## src/rtl/acumulador_somador.sv

```systemverilog
// -----------------------------------------------------------------------------
// acumulador_somador
//
// Sequential accumulator wrapped around an external WIDTH-bit signed
// adder/subtractor. The block feeds the adder with the running sum and the
// current operand, takes the adder result back in the same cycle and
// registers it. A run starts on `start`, accepts N_OPS operands through a
// valid/ready handshake, then presents the total on a valid/ready result
// port together with a sticky overflow flag.
//
// Parameters
//   WIDTH   data width, two's complement (must match the external adder)
//   N_OPS   operands per accumulation run (>= 1)
//   SATURA  0 = wrap on overflow, 1 = clamp to the most positive/negative value
//
// Ports
//   clock        in   1      rising-edge clock
//   reset        in   1      synchronous, active-high; discards any partial run
//   start        in   1      begins a run (honoured only while idle)
//   op_valid     in   1      op_data/op_sinal carry an operand
//   op_ready     out  1      operand is accepted this cycle when op_valid=1
//   op_data      in   WIDTH  signed operand
//   op_sinal     in   1      0 = add operand, 1 = subtract operand
//   adder_a      out  WIDTH  to adder: current running sum
//   adder_b      out  WIDTH  to adder: op_data
//   adder_sinal  out  1      to adder: op_sinal
//   adder_soma   in   WIDTH  from adder: a+b or a-b
//   res_valid    out  1      res_data holds the final sum
//   res_ready    in   1      consumer takes the result
//   res_data     out  WIDTH  final (or last) sum
//   overflow     out  1      sticky: some step of this run overflowed
//   busy         out  1      run in progress or result pending
// -----------------------------------------------------------------------------
module acumulador_somador #(
    parameter int WIDTH  = 9,
    parameter int N_OPS  = 4,
    parameter bit SATURA = 1'b0
) (
    input  logic             clock,
    input  logic             reset,
    input  logic             start,
    input  logic             op_valid,
    output logic             op_ready,
    input  logic [WIDTH-1:0] op_data,
    input  logic             op_sinal,
    output logic [WIDTH-1:0] adder_a,
    output logic [WIDTH-1:0] adder_b,
    output logic             adder_sinal,
    input  logic [WIDTH-1:0] adder_soma,
    output logic             res_valid,
    input  logic             res_ready,
    output logic [WIDTH-1:0] res_data,
    output logic             overflow,
    output logic             busy
);

    // Counter is sized to hold N_OPS itself, so it can never wrap.
    localparam int CW = $clog2(N_OPS + 1);
    localparam logic [CW-1:0]    LAST_IDX = CW'(N_OPS - 1);
    localparam logic [WIDTH-1:0] MAX_POS  = {1'b0, {(WIDTH-1){1'b1}}};
    localparam logic [WIDTH-1:0] MIN_NEG  = {1'b1, {(WIDTH-1){1'b0}}};

    typedef enum logic [1:0] {
        OCIOSO  = 2'b00,
        ACUMULA = 2'b01,
        CONCLUI = 2'b10
    } estado_t;

    // Signed overflow of one add/sub step, judged from sign bits only.
    // Subtraction overflows when the operands differ in sign, addition when
    // they agree; in both cases the result sign departs from the sum sign.
    function automatic logic step_overflow(
        input logic sign_a,
        input logic sign_b,
        input logic sinal,
        input logic sign_soma
    );
        logic ovf;
        if (sinal) begin
            ovf = (sign_a != sign_b) && (sign_soma != sign_a);
        end else begin
            ovf = (sign_a == sign_b) && (sign_soma != sign_a);
        end
        return ovf;
    endfunction

    // Clamp value for an overflowed step: overflow always pushes past the
    // limit on the side of the current sum's sign.
    function automatic logic [WIDTH-1:0] clamp_value(input logic sign_a);
        logic [WIDTH-1:0] v;
        if (sign_a) begin
            v = MIN_NEG;
        end else begin
            v = MAX_POS;
        end
        return v;
    endfunction

    estado_t          estado_q, estado_d;
    logic [WIDTH-1:0] sum_q, sum_d;
    logic [CW-1:0]    count_q, count_d;
    logic             ovf_q, ovf_d;
    logic             op_ready_q, op_ready_d;
    logic             res_valid_q, res_valid_d;
    logic             busy_q, busy_d;

    logic             accept_s;
    logic             last_s;
    logic             step_ovf_s;
    logic [WIDTH-1:0] next_sum_s;

    // Adder interface: purely combinational pass-through.
    assign adder_a     = sum_q;
    assign adder_b     = op_data;
    assign adder_sinal = op_sinal;

    // op_ready_q is only ever set while accumulating, so it qualifies accepts.
    assign accept_s   = op_valid & op_ready_q;
    assign last_s     = (count_q == LAST_IDX);
    assign step_ovf_s = step_overflow(sum_q[WIDTH-1], op_data[WIDTH-1],
                                      op_sinal, adder_soma[WIDTH-1]);

    // Value the running sum takes on an accepted step (wrap or clamp).
    always_comb begin
        next_sum_s = adder_soma;
        if (SATURA && step_ovf_s) begin
            next_sum_s = clamp_value(sum_q[WIDTH-1]);
        end else begin
            next_sum_s = adder_soma;
        end
    end

    // State and datapath registers; reset clears everything, including outputs.
    always_ff @(posedge clock) begin
        if (reset) begin
            estado_q    <= OCIOSO;
            sum_q       <= {WIDTH{1'b0}};
            count_q     <= {CW{1'b0}};
            ovf_q       <= 1'b0;
            op_ready_q  <= 1'b0;
            res_valid_q <= 1'b0;
            busy_q      <= 1'b0;
        end else begin
            estado_q    <= estado_d;
            sum_q       <= sum_d;
            count_q     <= count_d;
            ovf_q       <= ovf_d;
            op_ready_q  <= op_ready_d;
            res_valid_q <= res_valid_d;
            busy_q      <= busy_d;
        end
    end

    // Next-state logic of the run controller.
    always_comb begin
        estado_d = estado_q;
        case (estado_q)
            OCIOSO: begin
                if (start) begin
                    estado_d = ACUMULA;
                end else begin
                    estado_d = OCIOSO;
                end
            end
            ACUMULA: begin
                if (accept_s && last_s) begin
                    estado_d = CONCLUI;
                end else begin
                    estado_d = ACUMULA;
                end
            end
            CONCLUI: begin
                if (res_ready) begin
                    estado_d = OCIOSO;
                end else begin
                    estado_d = CONCLUI;
                end
            end
            default: begin
                estado_d = OCIOSO;
            end
        endcase
    end

    // Datapath next values: start clears the run only while idle; accepted
    // operands update sum and count. The result and overflow of the last run
    // stay visible while idle until the next start.
    always_comb begin
        sum_d   = sum_q;
        count_d = count_q;
        ovf_d   = ovf_q;
        case (estado_q)
            OCIOSO: begin
                if (start) begin
                    sum_d   = {WIDTH{1'b0}};
                    count_d = {CW{1'b0}};
                    ovf_d   = 1'b0;
                end else begin
                    sum_d   = sum_q;
                    count_d = count_q;
                    ovf_d   = ovf_q;
                end
            end
            ACUMULA: begin
                if (accept_s) begin
                    sum_d   = next_sum_s;
                    count_d = count_q + CW'(1);
                    ovf_d   = ovf_q | step_ovf_s;
                end else begin
                    sum_d   = sum_q;
                    count_d = count_q;
                    ovf_d   = ovf_q;
                end
            end
            CONCLUI: begin
                sum_d   = sum_q;
                count_d = count_q;
                ovf_d   = ovf_q;
            end
            default: begin
                sum_d   = sum_q;
                count_d = count_q;
                ovf_d   = ovf_q;
            end
        endcase
    end

    // Output decode from the next state, so the handshake outputs are flops
    // that line up with the state they describe.
    always_comb begin
        op_ready_d  = 1'b0;
        res_valid_d = 1'b0;
        busy_d      = 1'b0;
        case (estado_d)
            OCIOSO: begin
                op_ready_d  = 1'b0;
                res_valid_d = 1'b0;
                busy_d      = 1'b0;
            end
            ACUMULA: begin
                op_ready_d  = 1'b1;
                res_valid_d = 1'b0;
                busy_d      = 1'b1;
            end
            CONCLUI: begin
                op_ready_d  = 1'b0;
                res_valid_d = 1'b1;
                busy_d      = 1'b1;
            end
            default: begin
                op_ready_d  = 1'b0;
                res_valid_d = 1'b0;
                busy_d      = 1'b0;
            end
        endcase
    end

    assign op_ready  = op_ready_q;
    assign res_valid = res_valid_q;
    assign busy      = busy_q;
    assign res_data  = sum_q;
    assign overflow  = ovf_q;

endmodule
```

## config.mk

```make
export PLATFORM = sky130hd
export DESIGN_NAME = acumulador_somador
export DESIGN_NICKNAME = d
export VERILOG_FILES = /design/src/rtl/acumulador_somador.sv
export SDC_FILE = /design/constraint.sdc
export NUM_CORES = 1
export LEC_CHECK = 0
export CORE_MARGIN = 8
export CORE_UTILIZATION = 41
export DETAILED_ROUTE_END_ITERATION = 12
export PLACE_DENSITY = 0.84
export SYNTH_ARGS = -nofsm -noshare
export SYNTH_HDL_FRONTEND = slang
export SYNTH_SLANG_ARGS = --single-unit
```

## constraint.sdc

```tcl
create_clock -name clock -period 2.7 [get_ports clock]
set_input_delay 0.27 -clock clock [delete_from_list [all_inputs] [get_ports clock]]
set_output_delay 0.27 -clock clock [all_outputs]
set_load 0.02 [all_outputs]
```

* Yosys cells after proc, flatten, opt, wreduce, memory -nomap -nowiden
Index checks and enable logic that the tools add are counted.
** Operators by class
- Add/sub/neg operators :: 1
- $mul :: 0
- Divide/modulo/power cells :: 0
- Order comparisons :: 0
- Equal/unequal tests :: 10
- Shift-type cells :: 0
- Muxes and demuxes :: 17
- Bitwise operators :: 2
- Reductions and logical operators :: 7
** Operator list (number)
- 9-bit 2-to-1 mux :: 2
- 9-bit one-hot mux with 2 select lines :: 1
- 1-bit 2-to-1 mux :: 7
- 3-bit 2-to-1 mux :: 2
- 2-bit one-hot mux with 3 select lines :: 1
- 3-bit one-hot mux with 2 select lines :: 1
- 2-bit by 1-bit == test with 1-bit output (second input constant) :: 2
- 2-bit == test (second input constant) :: 2
- 2-bit 2-to-1 mux :: 2
- 2-bit inequality test (second input constant) :: 2
- 3-bit by 1-bit adder with 3-bit output (second input constant) :: 1
- 3-bit by 2-bit == test with 1-bit output (second input constant) :: 1
- 1-bit logical AND :: 3
- 3-bit AND reduction :: 1
- 2-bit logical NOT :: 1
- 1-bit inequality test :: 2
- 1-bit one-hot mux with 2 select lines :: 1
- 2-bit nonzero test :: 1
- 2-bit OR reduction :: 1
- 1-bit bitwise AND :: 1
- 1-bit == test :: 1
- 1-bit OR :: 1
** Storage, ports and cells
- Register bits :: 18
- Bits in latches :: 0
- RAM bits :: 0
- Bits in read-only memories :: 0
- Input bits :: 24
- Output and inout port bits :: 32
- Word-level logic and storage cells :: 44
- Memories :: 0

* Logic depth before layout (Yosys ltp)
- Depth in word-level cells :: 7
- Mapped depth :: 7
- Depth with buffers taken out :: 7

* Least setup slack after synthesis
Ideal clock, no wire load.
- Path type :: register -> register
- Start point :: reg count_q[0]
- End point :: reg busy_q, in the netlist busy
- Data arrival time :: 1504 ps
- Required time :: 2634 ps
- Slack :: 1130 ps
- Cell stages (with the launch flop) :: 7
- Period minus slack after synthesis :: 1570 ps
- Path through :: dfxtp_1 > ha_1 > ha_1 > and3_1 > a211o_1 > ha_1 > nor2_1
** On the way
- Cells in the longest elaborated chain, start to end :: 7
- Elaborated cells on any way between the ends :: 8
- Those cells by class :: eq/ne: 3; mux: 3; reduce/logical: 2
** Ends and longest elaborated chain
- from (decl) :: RTL line 101 : logic [CW-1:0] count_q, count_d;
- from (signal assigned) :: RTL line 138 : count_q <= {CW{1'b0}};
- from (signal assigned) :: RTL line 146 : count_q <= count_d;
- 3-bit by 2-bit == test with 1-bit output (*) :: RTL line 119 : assign last_s = (count_q == LAST_IDX);
- 1-bit logical AND (*) :: RTL line 166 : if (accept_s && last_s) begin
- 2-bit 2-to-1 mux (*) :: RTL line 166
- 2-bit one-hot mux with 3 select lines (*) :: RTL line 157 : case (estado_q)
- 2-bit == test / 2-bit by 1-bit == test with 1-bit output (equally long branches) :: RTL line 234 : case (estado_d)
- 2-bit OR reduction (no line) (*)
- 1-bit 2-to-1 mux (*) :: RTL line 234
- to (signal assigned) :: RTL line 150 : busy_q <= busy_d;
- to (decl) :: RTL line 105 : logic busy_q, busy_d;
Mark *: on every way between the ends. The rest lies on a longest branch, timed or not.
A chain may end at the register's enable or synchronous reset.

* Final worst setup path
- Start point :: reg count_q[0]
- End point :: reg busy_q, in the netlist busy
** On the way
- Cells in the longest elaborated chain, start to end :: 7
- Elaborated cells on any way between the ends :: 8
- Those cells by class :: eq/ne: 3; mux: 3; reduce/logical: 2
** Ends and longest elaborated chain
- 3-bit by 2-bit == test with 1-bit output (*) :: RTL line 119
- 1-bit logical AND (*) :: RTL line 166
- 2-bit 2-to-1 mux (*) :: RTL line 166
- 2-bit one-hot mux with 3 select lines (*) :: RTL line 157
- named net estado_d[1] :: RTL line 99 : estado_t estado_q, estado_d;
- 2-bit == test / 2-bit by 1-bit == test with 1-bit output (equally long branches) :: RTL line 234
- 2-bit OR reduction (no line) (*)
- 1-bit 2-to-1 mux (*) :: RTL line 234
The timed path passes the listed nets; every way through them passes the cells marked *.

==> run_results.csv <==
group,metric,value,unit
outcome,status,"finished clean",
power,power_density,399.0,nW/um^2
timing,period_share,62.51,%
clock_tree,hold_buffers,0,
critical_path,cpMostUsedCell,"ha_1",
routing,ant_nets,0,
yosys,avgSynthCellArea,9.175,sq um
yosys,synth_cells,111,
cells_and_area,stdcell_count,158,
routing,first_iter_violations,9,
floorplan,io_pins,56,
placed_design,gp_congestion,0.7524,
job,max_cap_violations,0,
power,leakage,0.4567,nW
global_route,antenna_found_initial,0,
critical_path,cpPeakStageDelay,0.34,ns
power,ir_drop,0.0002653,V
power,p_total,0.5152,mW
clock_tree,cts_root_buffer,"clkbuf_4",
routing,vias,807,
floorplan,fp.dieArea,4335,sq um
floorplan,initial_core_util,42.26,%
hold_path,hp-start,"count_q[2]",
global_route,grt_pass1_vias,754,
routing,vias_per_cell,5.108,
timing,setup_viol,0,
timing,slew_viol_final,0,
clock_tree,worstSkewPairLatency,0.29,ns
timing,final-hold-violation-count,0,
routing,drt_pass1_iterations,4,
critical_path,end_kind,"flop",
timing,worstMarginPinSlew,0.6483,ns
cells_and_area,post-route-util,53.58,%
timing,relSlewSlack,56.65,%
global_route,gr-usage-all-layers,10.12,%
yosys,yosysTopAreaCellShare,35.38,%
floorplan,row_count,18,
routing,drcViolationCount,0,
critical_path,cp-start-kind,"flop",
routing,wl,2.329,mm
yosys,yosysMostFrequentCell,"buf_4",
critical_path,path_class,"reg2reg",
cells_and_area,syn2layout_area_growth,26.78,%
floorplan,die_x,65.84,um
yosys,yosysTopAreaCell,"dfxtp_1",
placed_design,place_area,1255,sq um
yosys,synth_cell_types,24,
cells_and_area,antennaDiodeCount,0,
placed_design,place_inst,154,
critical_path,crit_required,2.87,ns
cells_and_area,fillerInstances,202,
critical_path,r2r_cells,7,
critical_path,r2r_end,"busy",
critical_path,crit_arrival,1.86,ns
global_route,grt_pass1_wl,3.601,mm
global_route,grt_overflow_total,0,
timing,fin_skew,0.0007800,ns
clock_tree,cts_sinks,18,
timing,min_period,1.688,ns
hold_path,hp-class,"reg2reg",
yosys,synthTopCellsByArea,"dfxtp_1 35%, buf_4 15%, nand3_2 8.8%, nand4_1 6.8%, a21oi_1 5.9%",
clock_tree,cts_max_level,1,
yosys,synthTopCellsByCount,"20 x buf_4, 18 x dfxtp_1, 12 x a21oi_1",
critical_path,cp_max_fo,3,
yosys,ys_ff_latch,18,
yosys,netlist_area,1018,sq um
cells_and_area,finalInstanceArea,1291,sq um
yosys,synth_edf_count,0,
timing,max_freq,592.5,MHz
global_route,grt_max_degree,19,
cells_and_area,layout-drive-gt1-share,14.06,%
critical_path,cp-endpoint,"busy",
routing,post_drt_wl_per_cell,14.74,um
clock_tree,cts_buffers,3,
clock_tree,path_clk_slew,0.11,ns
critical_path,slowest_stage,"dfxtp_1",
timing,rsz0062_at_grt,"false",
critical_path,path_cells,"ha_1 -> ha_1 -> and3_1 -> a31oi_1 -> inv_1 -> ha_1 -> nor2_1",
yosys,yosysSeqAreaShare,35.38,%
clock_tree,cts_tree,"done",
timing,setup-tns-final,0,ns
critical_path,startpoint,"count_q[0]",
yosys,ys.warnings.count,0,
floorplan,die_h,65.84,um
critical_path,r2r-start,"count_q[0]",
clock_tree,post_cts_resize_count,0,
yosys,synth_nets,139,
clock_tree,postCtsSetupBuffers,0,
floorplan,core_area,2410,sq um
yosys,synth_flop_cell,"dfxtp_1",
critical_path,r2r_slack,1.01,ns
placed_design,port_buffers,39,
cells_and_area,layout.nets,157,
placed_design,place_hpwl,1.765,mm
yosys,synthArstFlopShare,0,%
clock_tree,cts_buffer_depth,2,
==> through the flow <==
step	hold WS [ns]	worst slack [ns]
floorplan	0.4393	1.130
global placement	0.4466	1.031
detailed placement	0.4508	0.9920
CTS	0.4679	1.010
global route	0.4863	0.9642
finish	0.4659	1.012
==> worst min-delay path by stage <==
stage,endpoint,slack (ns),cells past startpoint
2_1_floorplan,count_q[2],0.44,2
3_5_place_dp,count_q[2],0.45,2
6_report,count_q[2],0.47,2
3_3_place_gp,count_q[2],0.45,2
4_1_cts,count_q[2],0.47,2
5_1_grt,count_q[2],0.49,2
==> layout by cell type (no fill, tap or decap) <==
cell,instances
nand3_2,9
buf_4,1
nor3b_1,1
or3b_4,1
a21oi_1,12
a211o_1,1
and4b_4,1
clkbuf_4,3
clkdlybuf4s50_1,39
and3_1,1
nor2b_1,4
nand2b_1,1
mux2i_1,1
ha_1,4
nor2_1,4
nand3_1,3
o211ai_2,1
a31oi_1,1
a21oi_2,1
inv_1,7
clkbuf_8,1
nand4b_1,1
dfxtp_1,18
nand4_1,11
xnor2_1,1
==> where the power goes <==
part	leakage, nW	switching [mW]	internal [mW]	total, mW
Combinational	0.290	0.0323	0.0382	0.0705
Sequential	0.146	0.00760	0.270	0.278
Clock	0.0210	0.0850	0.0820	0.167
==> layer usage <==
metal	up-vias	part of all wire, %	track usage [%]
li1	400	-	-
met5	-	0	0
met2	36	51	18.03
met1	371	37	10.62
met4	0	0	1.635
met3	0	12	4.915
==> critical path, delay by kind of cell, from the launching register on <==
| family | cells | cell delay (ns) |
|---|---|---|
| adders and majority gates | 3 | 0.65 |
| DFF | 1 | 0.34 |
| AOI/OAI and AO/OA | 1 | 0.27 |
| buffers and inverters | 1 | 0.08 |
| and+or+nand+nor | 2 | 0.23 |
==> flip-flops by register name (all words and copies together), names as in the netlist <==
name / cells
estado_q: 2
op_ready: 1
adder_a: 9
res_valid: 1
busy: 1
overflow: 1
count_q: 3
==> area by class of cell <==
type                    count  area (sq um)  area share [%]
inverters                   7         26.28           2.035
clock buffers               4         36.28           2.810
well taps                  30         37.54           2.907
multi-input cells          59         432.9           33.53
flip-flops and latches     18         360.3           27.91
repair buffers             40         397.9           30.81
==> cell families after synthesis <==
group | after synthesis | synth area share [%]
adders and majority gates | 4 | 4.914
muxes | 1 | 0.9828
and+or+nand+nor | 37 | 26.29
buffers and inverters | 34 | 22.11
xor gates and xnor gates | 1 | 0.8601
AOI/OAI and AO/OA | 16 | 9.460
DFF | 18 | 35.38
No activity file was read; power rests on OpenSTA's default activity.
